File: src/rtl/sha_pkg.sv
// -----------------------------------------------------------------------------
// sha_pkg
// Constants and types shared by the SHA-256 block path (padder and core).
//   SHA_BLK_W      : message block width in bits
//   pad_state_e    : padder FSM encoding (FILL, PAD, LEN, EMIT)
//   SHA_PAD_BYTE   : first padding byte (single 1 bit followed by zeros)
//   LEN_FIELD_*    : position of the 64-bit message length inside a block
//   MAX_FILL_IDX   : highest byte index that can take the 0x80 marker and
//                    still leave room for the length field in that block
// -----------------------------------------------------------------------------
package sha_pkg;

    localparam int SHA_BLK_W = 512;

    typedef enum logic [1:0] {
        FILL = 2'd0,
        PAD  = 2'd1,
        LEN  = 2'd2,
        EMIT = 2'd3
    } pad_state_e;

    localparam logic [7:0] SHA_PAD_BYTE  = 8'h80;
    localparam int         LEN_FIELD_LSB = 0;
    localparam int         LEN_FIELD_W   = 64;
    localparam int         MAX_FILL_IDX  = 55;

endpackage

File: src/rtl/sha_256_padder.sv
// -----------------------------------------------------------------------------
// sha_256_padder
// Byte-stream front end for the sha_256 core. Collects message bytes into a
// 512-bit block (first byte in the top byte lane), appends the 0x80 marker,
// zero fill and the 64-bit big-endian bit length, and hands out complete
// blocks over a valid/ready handshake.
//
// Ports:
//   usr_clk, usr_reset_n : clock, asynchronous active-low reset
//   i_valid/i_data/i_last: input byte stream; i_last marks the final byte
//   o_ready              : padder accepts a byte this cycle
//   o_blk_valid/o_blk    : padded block available, held until i_blk_ready
//   o_blk_last           : block is the final one of the message
//   i_blk_ready          : downstream takes the block
//   o_blk_cnt            : (only with SHA_PAD_BLKCNT_EN) blocks emitted for
//                          the current message, saturating at 0xFFFF
//
// Build option: define SHA_PAD_BLKCNT_EN to add the o_blk_cnt output.
// DATA_W is a byte and is not meant to be overridden.
// -----------------------------------------------------------------------------
module sha_256_padder
    import sha_pkg::*;
#(
    parameter int MSG_SIZ = SHA_BLK_W,
    parameter int DATA_W  = 8,
    parameter int LEN_W   = 64
) (
    input  logic               usr_clk,
    input  logic               usr_reset_n,
    input  logic               i_valid,
    input  logic [DATA_W-1:0]  i_data,
    input  logic               i_last,
    input  logic               i_blk_ready,
    output logic               o_ready,
    output logic               o_blk_valid,
    output logic [MSG_SIZ-1:0] o_blk,
    output logic               o_blk_last
`ifdef SHA_PAD_BLKCNT_EN
    ,
    output logic [15:0]        o_blk_cnt
`endif
);

    localparam int                BYTES    = MSG_SIZ / DATA_W;
    localparam int                CNT_W    = $clog2(BYTES);
    localparam logic [CNT_W-1:0]  LAST_IDX = CNT_W'(BYTES - 1);
    localparam logic [CNT_W-1:0]  FILL_MAX = CNT_W'(MAX_FILL_IDX);

    pad_state_e         state_q, state_d;
    logic [CNT_W-1:0]   cnt_q, cnt_d;
    logic [LEN_W-1:0]   len_q, len_d;
    logic               pend_pad_q, pend_pad_d;
    logic               pend_len_q, pend_len_d;
    logic [MSG_SIZ-1:0] blk_q, blk_d;
    logic               last_q, last_d;
    logic               ready_q, ready_d;
    logic               valid_q, valid_d;

    logic               accept;
    logic               wr_en;
    logic [DATA_W-1:0]  wr_byte;

    // o_ready is registered so it stays low for the first cycle after reset.
    assign accept = i_valid & ready_q;

    always_comb begin
        state_d    = state_q;
        cnt_d      = cnt_q;
        len_d      = len_q;
        pend_pad_d = pend_pad_q;
        pend_len_d = pend_len_q;
        blk_d      = blk_q;
        last_d     = last_q;
        wr_en      = 1'b0;
        wr_byte    = '0;

        unique case (state_q)
            FILL: begin
                if (accept) begin
                    wr_en   = 1'b1;
                    wr_byte = i_data;
                    cnt_d   = cnt_q + 1'b1;
                    len_d   = len_q + LEN_W'(DATA_W);
                    if (i_last) begin
                        if (cnt_q == LAST_IDX) begin
                            // Block is full: marker goes into a fresh block.
                            state_d    = EMIT;
                            pend_pad_d = 1'b1;
                        end else begin
                            state_d = PAD;
                        end
                    end else if (cnt_q == LAST_IDX) begin
                        state_d = EMIT;
                    end
                end
            end
            PAD: begin
                wr_en   = 1'b1;
                wr_byte = SHA_PAD_BYTE;
                cnt_d   = cnt_q + 1'b1;
                if (cnt_q <= FILL_MAX) begin
                    state_d = LEN;
                end else begin
                    // No room left for the length: it goes in the next block.
                    state_d    = EMIT;
                    pend_len_d = 1'b1;
                end
            end
            LEN: begin
                blk_d[LEN_FIELD_LSB +: LEN_FIELD_W] = LEN_FIELD_W'(len_q);
                last_d  = 1'b1;
                state_d = EMIT;
            end
            EMIT: begin
                if (i_blk_ready) begin
                    // Zeroing here provides the zero fill of the next block.
                    blk_d  = '0;
                    cnt_d  = '0;
                    last_d = 1'b0;
                    if (last_q) begin
                        len_d = '0;
                    end
                    if (pend_pad_q) begin
                        state_d    = PAD;
                        pend_pad_d = 1'b0;
                    end else if (pend_len_q) begin
                        state_d    = LEN;
                        pend_len_d = 1'b0;
                    end else begin
                        state_d = FILL;
                    end
                end
            end
            default: state_d = FILL;
        endcase

        // Byte lane k of the block sits at bits [MSG_SIZ-1-8k -: 8].
        for (int k = 0; k < BYTES; k++) begin
            if (wr_en && (cnt_q == CNT_W'(k))) begin
                blk_d[MSG_SIZ-1-DATA_W*k -: DATA_W] = wr_byte;
            end
        end
    end

    assign ready_d = (state_d == FILL);
    assign valid_d = (state_d == EMIT);

    always_ff @(posedge usr_clk or negedge usr_reset_n) begin
        if (!usr_reset_n) begin
            state_q    <= FILL;
            cnt_q      <= '0;
            len_q      <= '0;
            pend_pad_q <= 1'b0;
            pend_len_q <= 1'b0;
            blk_q      <= '0;
            last_q     <= 1'b0;
            ready_q    <= 1'b0;
            valid_q    <= 1'b0;
        end else begin
            state_q    <= state_d;
            cnt_q      <= cnt_d;
            len_q      <= len_d;
            pend_pad_q <= pend_pad_d;
            pend_len_q <= pend_len_d;
            blk_q      <= blk_d;
            last_q     <= last_d;
            ready_q    <= ready_d;
            valid_q    <= valid_d;
        end
    end

    assign o_ready     = ready_q;
    assign o_blk_valid = valid_q;
    assign o_blk       = blk_q;
    assign o_blk_last  = last_q;

`ifdef SHA_PAD_BLKCNT_EN
    logic [15:0] blk_cnt_q, blk_cnt_d;

    // Counts up on each entry into EMIT; cleared once the final block leaves.
    always_comb begin
        blk_cnt_d = blk_cnt_q;
        if (state_q == EMIT && i_blk_ready && last_q) begin
            blk_cnt_d = '0;
        end else if (state_d == EMIT && state_q != EMIT && blk_cnt_q != 16'hFFFF) begin
            blk_cnt_d = blk_cnt_q + 16'd1;
        end
    end

    always_ff @(posedge usr_clk or negedge usr_reset_n) begin
        if (!usr_reset_n) begin
            blk_cnt_q <= '0;
        end else begin
            blk_cnt_q <= blk_cnt_d;
        end
    end

    assign o_blk_cnt = blk_cnt_q;
`endif

endmodule
File: config.mk
export PLATFORM = sky130hd
export DESIGN_NAME = sha_256_padder
export DESIGN_NICKNAME = d
export VERILOG_FILES = /design/src/rtl/sha_pkg.sv /design/src/rtl/sha_256_padder.sv
export SDC_FILE = /design/constraint.sdc
export NUM_CORES = 1
export LEC_CHECK = 0
export CAP_MARGIN = 20
export CORE_ASPECT_RATIO = 1.4
export CORE_MARGIN = 2
export CORE_UTILIZATION = 55
export DETAILED_ROUTE_END_ITERATION = 12
export DONT_BUFFER_PORTS = 1
export PLACE_DENSITY = 0.7
export SLEW_MARGIN = 15
export SYNTH_ARGS = -nofsm -noshare
export SYNTH_HDL_FRONTEND = slang
export SYNTH_SLANG_ARGS = --single-unit
File: constraint.sdc
create_clock -name usr_clk -period 3.8 [get_ports usr_clk]
set_input_delay 0.76 -clock usr_clk [delete_from_list [all_inputs] [get_ports usr_clk]]
set_output_delay 0.76 -clock usr_clk [all_outputs]
set_load 0.03 [all_outputs]
==> results of run 1 <==
==> registers in the layout, indices dropped and copies added, names as in the netlist <==
name         count
o_blk          512
len_q           61
cnt_q            6
state_q          2
o_blk_last       1
o_blk_valid      1
o_ready          1
pend_len_q       1
pend_pad_q       1
==> kinds of logic after synthesis <==
| kind of cell | share of synthesized area (%) |
|---|---|
| compound gates | 14.27 |
| xor+xnor | 1.037 |
| fa+ha+maj | 0.3176 |
| buf+inv | 3.578 |
| flops | 62.03 |
| mux | 1.863 |
| simple gates | 16.90 |
==> per-layer routing <==
metal | part of all wire (%) | GRT usage, %
met2 | 50 | 54.08
met5 | 0 | 0
met1 | 35 | 38.35
met3 | 10 | 9.142
met4 | 4.8 | 13.55
==> cells in the mapped netlist (2+ instances only) <==
master and count:
dfrtp_1 586, nand3_1 466, o21ai_0 429, clkbuf_1 146, nand2_1 146, a21oi_1 92
nor2_1 55, a221oi_1 53, mux2i_1 44, buf_1 35, nand4_1 31, or3_1 22
xor2_1 22, buf_2 18, or4_1 17, o31ai_1 15, inv_1 10, and3_1 9
nor2_2 8, a221o_1 7, ha_1 6, nor3_1 6, xnor2_1 6, and2_1 5
and4_1 5, or2_2 3, a211oi_2 2, buf_6 2, nand2b_1 2, nor2b_1 2
nor4_1 2, nor4_2 2, nor4b_4 2
==> power groups by stage <==
| stage | clock network (mW) | logic [mW] | registers, mW |
|---|---|---|---|
| global route | 5.51 | 1.82 | 6.50 |
| floorplan | 0 | 1.11 | 6.53 |
| detailed placement | 0 | 1.69 | 6.60 |
| CTS | 5.27 | 1.69 | 6.49 |
| global placement | 0 | 1.66 | 6.60 |
| finish | 5.20 | 1.70 | 6.49 |
==> layout make-up <==
cell class | count | area [sq um]
Fill cell | 3480 | 16560
Sequential cell | 586 | 14660
Multi-Input combinational cell | 1480 | 8203
Clock buffer | 76 | 1514
Tap cell | 546 | 683.2
Timing Repair Buffer | 61 | 508.0
Clock inverter | 14 | 143.9
Inverter | 10 | 37.54
==> through the flow <==
step / util (%) / total power [mW] / cell area, sq um / hold WS [ns]
finish: 60.86 / 13.39 / 25750 / -0.1174
CTS: 60.86 / 13.44 / 25750 / -0.1330
global route: 60.86 / 13.82 / 25750 / -0.1394
floorplan: - / 7.634 / 23640 / 0.4603
global placement: 56.94 / 8.261 / 24100 / 0.4751
detailed placement: 56.94 / 8.289 / 24100 / 0.4799
==> worst max-delay path: stages, from the launching register on <==
cell and delay [ns]:
dfrtp_1 0.66, a21oi_2 0.26, nor4b_4 0.87, nand3_1 0.58, nand3_1 0.25, o21ai_0 0.12
==> worst max path at each step <==
stage	end	cells past startpoint
2_1_floorplan	o_blk[60]	8
3_3_place_gp	o_blk[64]	6
3_5_place_dp	o_blk[180]	5
4_1_cts	o_blk[180]	5
5_1_grt	o_blk[244]	5
6_report	o_blk[180]	5
==> cells in the final DEF (no fill, tap or decap), types with 3 or more instances in the layout <==
master and instances:
dfrtp_1 586, or4_1 17, nand4_1 31, nand3_1 465
nor3_1 5, o31ai_1 15, ha_1 6, clkbuf_16 54
o21ai_0 429, buf_4 57, clkbuf_8 8, nor2_2 8
nor2_1 54, buf_12 4, or3_1 22, mux2i_1 44
and2_1 4, clkinv_2 7, or2_2 3, inv_1 10
a221o_1 7, a21oi_1 92, xnor2_1 6, and3_1 9
clkbuf_1 14, a221oi_1 53, and4_1 5, nand2_1 139
xor2_1 22, nand2_2 7
==> reports/results.tsv, run 1 <==
stage	metric	value	unit
finish	ratio of cells with drive above 1 in the final layout	7.768	%
global_routing	All-Layer GR Usage	32.12	%
yosys	synth top area cells	dfrtp_1 (62%), nand3_1 (9.9%), o21ai_0 (9.1%)	
yosys	EDFF count, synth	0	
floorplanning	Placeable Area	42320	sq um
timing	post-route setup TNS	0	ns
setup_path	worst path required time	4.23	ns
power_and_ir_drop	combinational share of power	12.7	%
worst_hold_path	worst hold path class	primary input to asynchronous set/reset pin	
yosys	synth warn	0	
floorplanning	initial core utilization	55.87	%
yosys	Cell Area, Synth	23640	sq um
setup_path	R2R Setup Slk	0.90	ns
global_routing	global-route wire length before repair	110000	microns
routing	total number of vias	18110	
finish	Layout area overhead	8.939	%
floorplanning	I/O pins	528	
clocking	Clock transition at path regs	0.07	ns
timing	relative slew slack	-14.66	%
setup_path	Worst Path Max Fanout	16	
placed_design	DP HPWL	47910	microns
floorplanning	Die Ht	249.3	microns
routing	post-route ant nets	0	
timing	skew final	0.01660	ns
timing	Hold Violations, Final	87	
global_routing	vias in the first global route	17620	
yosys	Net Count, Synth	2298	
yosys	main flop type after synthesis	dfrtp_1	
finish	ant diodes	0	
routing	DRT Wirelength	73140	microns
setup_path	CP Capture Type	flop	
setup_path	WP data arrival	3.33	ns
power_and_ir_drop	highest ir drop seen on vdd	0.4518	mV
timing	slew at the pin closest to its max-slew limit	1.720	ns
yosys	biggest area consumer among synthesized cells	dfrtp_1	
global_routing	initial antenna violation count	2	
finish	fin cells	2773	
yosys	syn_area_per_cell	10.37	sq um
yosys	Post-Syn Instances	2279	
routing	DRC Markers	0	
yosys	top-area cell type share of the netlist area	62.03	%
power_and_ir_drop	Int Power	9.527	mW
status	violated checks	negative hold slack, max-slew violations	
timing	Setup violations, final	0	
clocking	CTS Buffer Depth	3	
timing	setup ws final	0.8971	ns
clocking	Root Buffer	clkbuf_16	
floorplanning	Site Rows	89	
timing	final period utilization	76.39	%
timing	hold slack	-0.1174	ns
placed_design	Placed Cells	2683	
routing	DR WL/cell	26.38	microns
status	run status	finished with violations	
power_and_ir_drop	Leakage	11.07	nW
floorplanning	die width	179.2	microns
power_and_ir_drop	switching share of total power	28.86	%
power_and_ir_drop	Power Density	519.9	nW/um^2
setup_path	Critical Path Start Type	flop	
clocking	TritonCTS sink count	586	
placed_design	# port buffers	0	
setup_path	depth of the most critical reg-to-reg path	5	
power_and_ir_drop	Seq pwr share	48.5	%
clocking	H-tree depth	2	
clocking	later-pin clock latency in the skew report	0.58	ns
setup_path	crit path kind	flop to flop	
finish	nets@finish	2210	
timing	clock period minus worst slack	2.903	ns
global_routing	GRT Residual Overflow	0	
setup_path	reg-to-reg endpoint	o_blk[180]	
timing	RSZ-0062 raised after global routing	no	
power_and_ir_drop	clock power share	38.8	%
clocking	TritonCTS clock tree	built	
floorplanning	die area	44680	sq um
global_routing	pin count of the biggest net entering global routing	587	
yosys	Async SR Flop Fraction	100.0	%
job	Max Cap Viol	0	
placed_design	RePlAce Congestion	0.8914	
setup_path	RR Startpoint	o_ready	
yosys	#FFs+latches synth	586	
clocking	clock buffer count from CTS	52	
routing	initial drt markers	1717	
placed_design	Setup WS pre-CTS	0.8632	ns
setup_path	CP startpoint	o_ready	
timing	fmax	344.5	MHz
routing	DR pass1 iterations	5	
clocking	Post-CTS Setup Inserts	0	
power_and_ir_drop	Net Sw Power	3.864	mW
clocking	post-CTS resize count	0	
yosys	sequential share of the synthesized area	62.03	%
timing	Max Slew Vio Count	166	
routing	Via density	6.530	
yosys	Unique masters post-synth	56	
Power figures use the tool's default switching activity.
==> run 2, diff against run 1 <==
- clock period: 3.8 -> 2.7 ns (I/O delays scaled with it)
==> run 2 against run 1 <==
Net effect:
- the run still ends with negative hold slack, max-slew violations left
- global-route usage is essentially flat
- count of clock-buffer cells in the layout shrank 3
- sequential cell count is the same
- die area is the same
==> reports/results.tsv, run 2 (synthesis gave the netlist of run 1 again) <==
stage	metric	value	unit	change
status	run status	finished with violations		
status	violated checks	negative hold slack, max-slew violations		
timing	slew at the pin closest to its max-slew limit	2.412	ns	+0.6923 ns
routing	top sig layer	met5		
floorplanning	Placeable Area	42320	sq um	unchanged
routing	wl on met1	26030	microns	+0.78%
placed_design	# port buffers	0		unchanged
routing	initial drt markers	1424		-17%
power_and_ir_drop	Power Density	743.2	nW/um^2	+43%
finish	ratio of cells with drive above 1 in the final layout	9.111	%	+1.3 points
routing	met2 WL	35850	microns	-1.5%
routing	Via density	6.495		-0.53%
placed_design	DP HPWL	47730	microns	-0.37%
power_and_ir_drop	highest ir drop seen on vdd	0.5158	mV	+14%
routing	DRT Wirelength	72830	microns	-0.43%
power_and_ir_drop	Int Power	13.96	mW	+47%
routing	met3 wire length	7265	microns	-1.4%
routing	DRC Markers	0		unchanged
clocking	Post-CTS Setup Inserts	0		unchanged
placed_design	Placed Cells	2703		+0.75%
finish	nets@finish	2230		+0.90%
floorplanning	die area	44680	sq um	unchanged
global_routing	All-Layer GR Usage	32.16	%	+0.036 points
floorplanning	Site Rows	89		unchanged
power_and_ir_drop	Leakage	11.29	nW	+2.0%
routing	post-route ant nets	0		unchanged
routing	total number of vias	18160		+0.30%
finish	most frequent cells in the layout	dfrtp_1 (586), nand3_1 (465), o21ai_0 (429)		
setup_path	worst path required time	3.12	ns	-1.11 ns
routing	DR pass1 iterations	6		+1
power_and_ir_drop	Net Sw Power	5.449	mW	+41%
clocking	Clock transition at path regs	0.07	ns	about the same
floorplanning	Die Ht	249.3	microns	unchanged
global_routing	vias in the first global route	17670		+0.26%
timing	Setup violations, final	0		unchanged
finish	fin cells	2796		+0.83%
timing	clock period minus worst slack	2.424	ns	-0.4792 ns
floorplanning	initial core utilization	55.87	%	unchanged
setup_path	WP data arrival	2.85	ns	-0.48 ns
setup_path	critical-path cell list	buf_4 > nor4_4 > buf_4 > nand3_1 > nand3_1 > o21ai_0		
power_and_ir_drop	combinational share of power	13.1	%	+0.4 points
floorplanning	die width	179.2	microns	unchanged
timing	post-route setup TNS	0	ns	unchanged
finish	Layout area overhead	10.45	%	
clocking	post-CTS resize count	0		unchanged
timing	RSZ-0062 raised after global routing	no		
placed_design	Setup WS pre-CTS	0.2404	ns	-0.6227 ns
setup_path	depth of the most critical reg-to-reg path	6		+1
timing	Max Slew Vio Count	306		+84%
clocking	later-pin clock latency in the skew report	0.57	ns	about the same
power_and_ir_drop	Seq pwr share	46.7	%	-1.8 points
setup_path	Worst Path Max Fanout	16		unchanged
setup_path	CP peak stage delay	0.55	ns	-0.32 ns
power_and_ir_drop	switching share of total power	28.08	%	-0.77 points
clocking	clock buffer count from CTS	52		unchanged
clocking	CTS Buffer Depth	3		unchanged
timing	Hold Violations, Final	279		+220%
finish	max reg flops	512		unchanged
setup_path	Critical Path Start Type	flop		
global_routing	initial antenna violation count	3		+1
placed_design	RePlAce Congestion	0.8538		-4.2%
setup_path	CP max-delay cell	dfrtp_1		
job	Max Cap Viol	0		unchanged
routing	DR WL/cell	26.05	microns	-1.3%
timing	fmax	412.6	MHz	+20%
finish	commonest non-fill, non-tap cell in the layout	dfrtp_1		
finish	Design Area, Final	26110	sq um	+1.4%
timing	skew final	0.01554	ns	-0.001060 ns
floorplanning	I/O pins	528		unchanged
worst_hold_path	worst hold path class	primary input to asynchronous set/reset pin		
power_and_ir_drop	clock power share	40.2	%	+1.4 points
global_routing	global-route wire length before repair	110000	microns	about the same
setup_path	R2R Setup Slk	0.28	ns	-0.62 ns
global_routing	GRT Residual Overflow	0		unchanged
timing	setup ws final	0.2763	ns	-0.6208 ns
timing	relative slew slack	-60.81	%	-46 points
clocking	TritonCTS sink count	586		unchanged
placed_design	dpl cell area	24300	sq um	+0.83%
global_routing	pin count of the biggest net entering global routing	587		unchanged
setup_path	crit path kind	flop to flop		
finish	ant diodes	0		unchanged
clocking	TritonCTS clock tree	built		
clocking	H-tree depth	2		unchanged
timing	hold slack	-0.3406	ns	-0.2232 ns
setup_path	CP Capture Type	flop		
clocking	Root Buffer	clkbuf_16		
timing	final period utilization	89.77	%	+13 points
==> run 2: worst max-delay path, delay by kind of cell (launching register included) <==
family / cells / cell delay (ns)
flip-flops: 1 / 0.55
AO/OA/AOI/OAI: 1 / 0.13
AND/OR/NAND/NOR: 3 / 1.02
buffers and inverters: 2 / 0.55
==> run 2: cell type report <==
class,instances,area [sq um]
Fill cell,3448,16200
Sequential cell,586,14660
Multi-Input combinational cell,1480,8203
Clock buffer,73,1563
Timing Repair Buffer,81,708.2
Tap cell,546,683.2
Clock inverter,20,252.7
Inverter,10,37.54
==> run 2: final timing paths <==
| kind | end | startpoint |
|---|---|---|
| max reg2reg | o_blk[460] | state_q[1] |
| max in group asynchronous | o_blk[329] | usr_reset_n |
| min | o_blk[166] | usr_reset_n |
| min in group usr_clk | o_blk[99] | i_data[3] |
| min reg2reg | pend_len_q | pend_len_q |
| max | o_blk[460] | state_q[1] |
==> run 2: power groups by stage <==
stage | clock, mW | combinational [mW] | sequential [mW]
global placement | 0 | 2.47 | 9.22
floorplan | 0 | 1.56 | 9.19
finish | 7.79 | 2.54 | 9.07
CTS | 7.91 | 2.52 | 9.06
detailed placement | 0 | 2.52 | 9.23
global route | 8.27 | 2.73 | 9.08
==> run 2: per-stage QoR <==
stage / total power [mW] / hold WS [ns] / utilization (%)
floorplan: 10.74 / 0.2444 / -
global placement: 11.69 / 0.2551 / 57.42
detailed placement: 11.75 / 0.2563 / 57.42
CTS: 19.50 / -0.3695 / 61.71
global route: 20.07 / -0.3746 / 61.71
finish: 19.41 / -0.3406 / 61.71
==> run 2: per-layer routing <==
metal  vias to the layer above  GRT usage, %
met1                      9025         38.83
met4                         2         14.56
met2                       888         53.38
li1                       8058             -
met3                       188         8.944
met5                         -             0
==> run 3, diff against run 2 <==
- GPL_ROUTABILITY_DRIVEN: unset -> 0
- RECOVER_POWER: unset -> 100
- SKIP_CTS_REPAIR_TIMING: unset -> 1
==> run 3 against run 2 <==
Net effect:
- the run still ends with negative hold slack, max-slew violations left
- clock skew is 0.00089 ns higher
- wire length is 0.37% higher
- maximum frequency is 3.4% lower
- count of clock-buffer cells in the layout stayed put
- core utilization is 0.25 points lower
- worst setup slack worse by 0.086 ns
- total power is 0.54% lower
==> reports/results.tsv, run 3 (synthesis gave the netlist of run 1 again) <==
stage	metric	value	unit	change
power_and_ir_drop	highest ir drop seen on vdd	0.5182	mV	+0.46%
global_routing	pin count of the biggest net entering global routing	587		unchanged
routing	DR WL/cell	26.14	microns	+0.37%
power_and_ir_drop	Power Density	742.3	nW/um^2	-0.13%
timing	final period utilization	92.96	%	+3.2 points
timing	slew at the pin closest to its max-slew limit	2.594	ns	+0.1822 ns
timing	relative slew slack	-72.96	%	-12 points
finish	nets@finish	2230		unchanged
clocking	H-tree depth	2		unchanged
clocking	clock buffer count from CTS	52		unchanged
global_routing	GRT Residual Overflow	0		unchanged
timing	Setup violations, final	0		unchanged
placed_design	Placed Cells	2703		unchanged
floorplanning	die width	179.2	microns	unchanged
timing	Hold Violations, Final	300		+7.5%
placed_design	Setup WS pre-CTS	0.2404	ns	unchanged
finish	max reg flops	512		unchanged
routing	initial drt markers	1458		+2.4%
finish	ratio of cells with drive above 1 in the final layout	8.622	%	-0.49 points
setup_path	WP data arrival	3.00	ns	+0.15 ns
global_routing	global-route wire length before repair	110000	microns	unchanged
clocking	later-pin clock latency in the skew report	0.58	ns	about the same
routing	DRC Markers	0		unchanged
placed_design	DP HPWL	47730	microns	unchanged
routing	DRT Wirelength	73100	microns	+0.37%
finish	Layout area overhead	9.998	%	
setup_path	crit path kind	flop to flop		
floorplanning	die area	44680	sq um	unchanged
setup_path	critical-path cell list	nand4_1 > a211oi_2 > nand4_1 > buf_4 > or4_1 > a21oi_1		
placed_design	# port buffers	0		unchanged
power_and_ir_drop	Leakage	11.23	nW	-0.57%
routing	total number of vias	18150		-0.072%
setup_path	worst path required time	3.19	ns	+0.07 ns
routing	Via density	6.491		about the same
setup_path	CP peak stage delay	0.64	ns	+0.09 ns
finish	ant diodes	0		unchanged
setup_path	Worst Path Max Fanout	30		+14
finish	most frequent cells in the layout	dfrtp_1 (586), nand3_1 (465), o21ai_0 (429)		
floorplanning	I/O pins	528		unchanged
global_routing	vias in the first global route	17670		unchanged
floorplanning	Placeable Area	42320	sq um	unchanged
clocking	TritonCTS clock tree	built		
power_and_ir_drop	Power Total	19.30	mW	-0.54%
timing	RSZ-0062 raised after global routing	no		
floorplanning	initial core utilization	55.87	%	unchanged
timing	setup ws final	0.1901	ns	-0.08619 ns
clocking	Root Buffer	clkbuf_16		
timing	clock period minus worst slack	2.510	ns	+0.08618 ns
job	Max Cap Viol	0		unchanged
status	violated checks	negative hold slack, max-slew violations		
timing	skew final	0.01643	ns	+0.0008863 ns
timing	Max Slew Vio Count	287		-6.2%
setup_path	Critical Path Start Type	flop		
routing	DR pass1 iterations	5		-1
finish	commonest non-fill, non-tap cell in the layout	dfrtp_1		
clocking	Clock transition at path regs	0.07	ns	about the same
setup_path	CP Capture Type	flop		
setup_path	most used cell, CP	nand4_1		
worst_hold_path	worst hold path class	primary input to asynchronous set/reset pin		
status	run status	finished with violations		
floorplanning	Site Rows	89		unchanged
clocking	TritonCTS sink count	586		unchanged
floorplanning	Die Ht	249.3	microns	unchanged
clocking	CTS Buffer Depth	3		unchanged
timing	post-route setup TNS	0	ns	unchanged
timing	hold slack	-0.3430	ns	-0.002373 ns
global_routing	All-Layer GR Usage	32.16	%	unchanged
timing	fmax	398.4	MHz	-3.4%
setup_path	CP max-delay cell	dfrtp_1		
global_routing	initial antenna violation count	3		unchanged
routing	post-route ant nets	0		unchanged
finish	fin cells	2796		unchanged
[run 3: layer usage]
layer / GRT usage [%] / wire, microns
met2: 53.38 / 35870
met1: 38.83 / 26410
met3: 8.944 / 7214
met5: 0 / 16
met4: 14.56 / 3581
[run 3: path summary, 6_finish.rpt]
check                       startpoint    endpoint  slack, ns  cells after the start
hold reg to reg             pend_len_q  pend_len_q       0.51                      1
hold / removal             usr_reset_n  o_blk[166]      -0.34                      0
setup reg to reg            state_q[1]   len_q[54]       0.19                      6
max in group asynchronous  usr_reset_n  o_blk[329]       0.98                      0
setup / recovery            state_q[1]   len_q[54]       0.19                      6
min in group usr_clk         i_data[3]   o_blk[99]       0.10                      2
[run 3: layout make-up]
cell class | instances | area [sq um]
Multi-Input combinational cell | 1480 | 8192
Clock inverter | 20 | 252.7
Clock buffer | 73 | 1563
Sequential cell | 586 | 14660
Tap cell | 546 | 683.2
Timing Repair Buffer | 81 | 611.8
Inverter | 10 | 37.54
Fill cell | 3473 | 16310
[run 3: critical path: cells and delay by family (launching register included)]
family / cells / cell delay (ns)
simple gates: 3 / 1.02
flops: 1 / 0.64
compound gates: 2 / 0.48
buf+inv: 1 / 0.27
[run 3: stage by stage]
stage / utilization [%] / instance area (sq um)
floorplan: - / 23640
global placement: 57.42 / 24300
detailed placement: 57.42 / 24300
CTS: 61.71 / 26110
global route: 61.45 / 26000
finish: 61.45 / 26000
[run 3: power breakdown]
part | total, mW | internal (mW) | leakage, nW | switching (mW)
Sequential | 9.07 | 8.86 | 8.18 | 0.203
Combinational | 2.43 | 0.478 | 2.15 | 1.96
Clock | 7.80 | 4.52 | 0.904 | 3.28
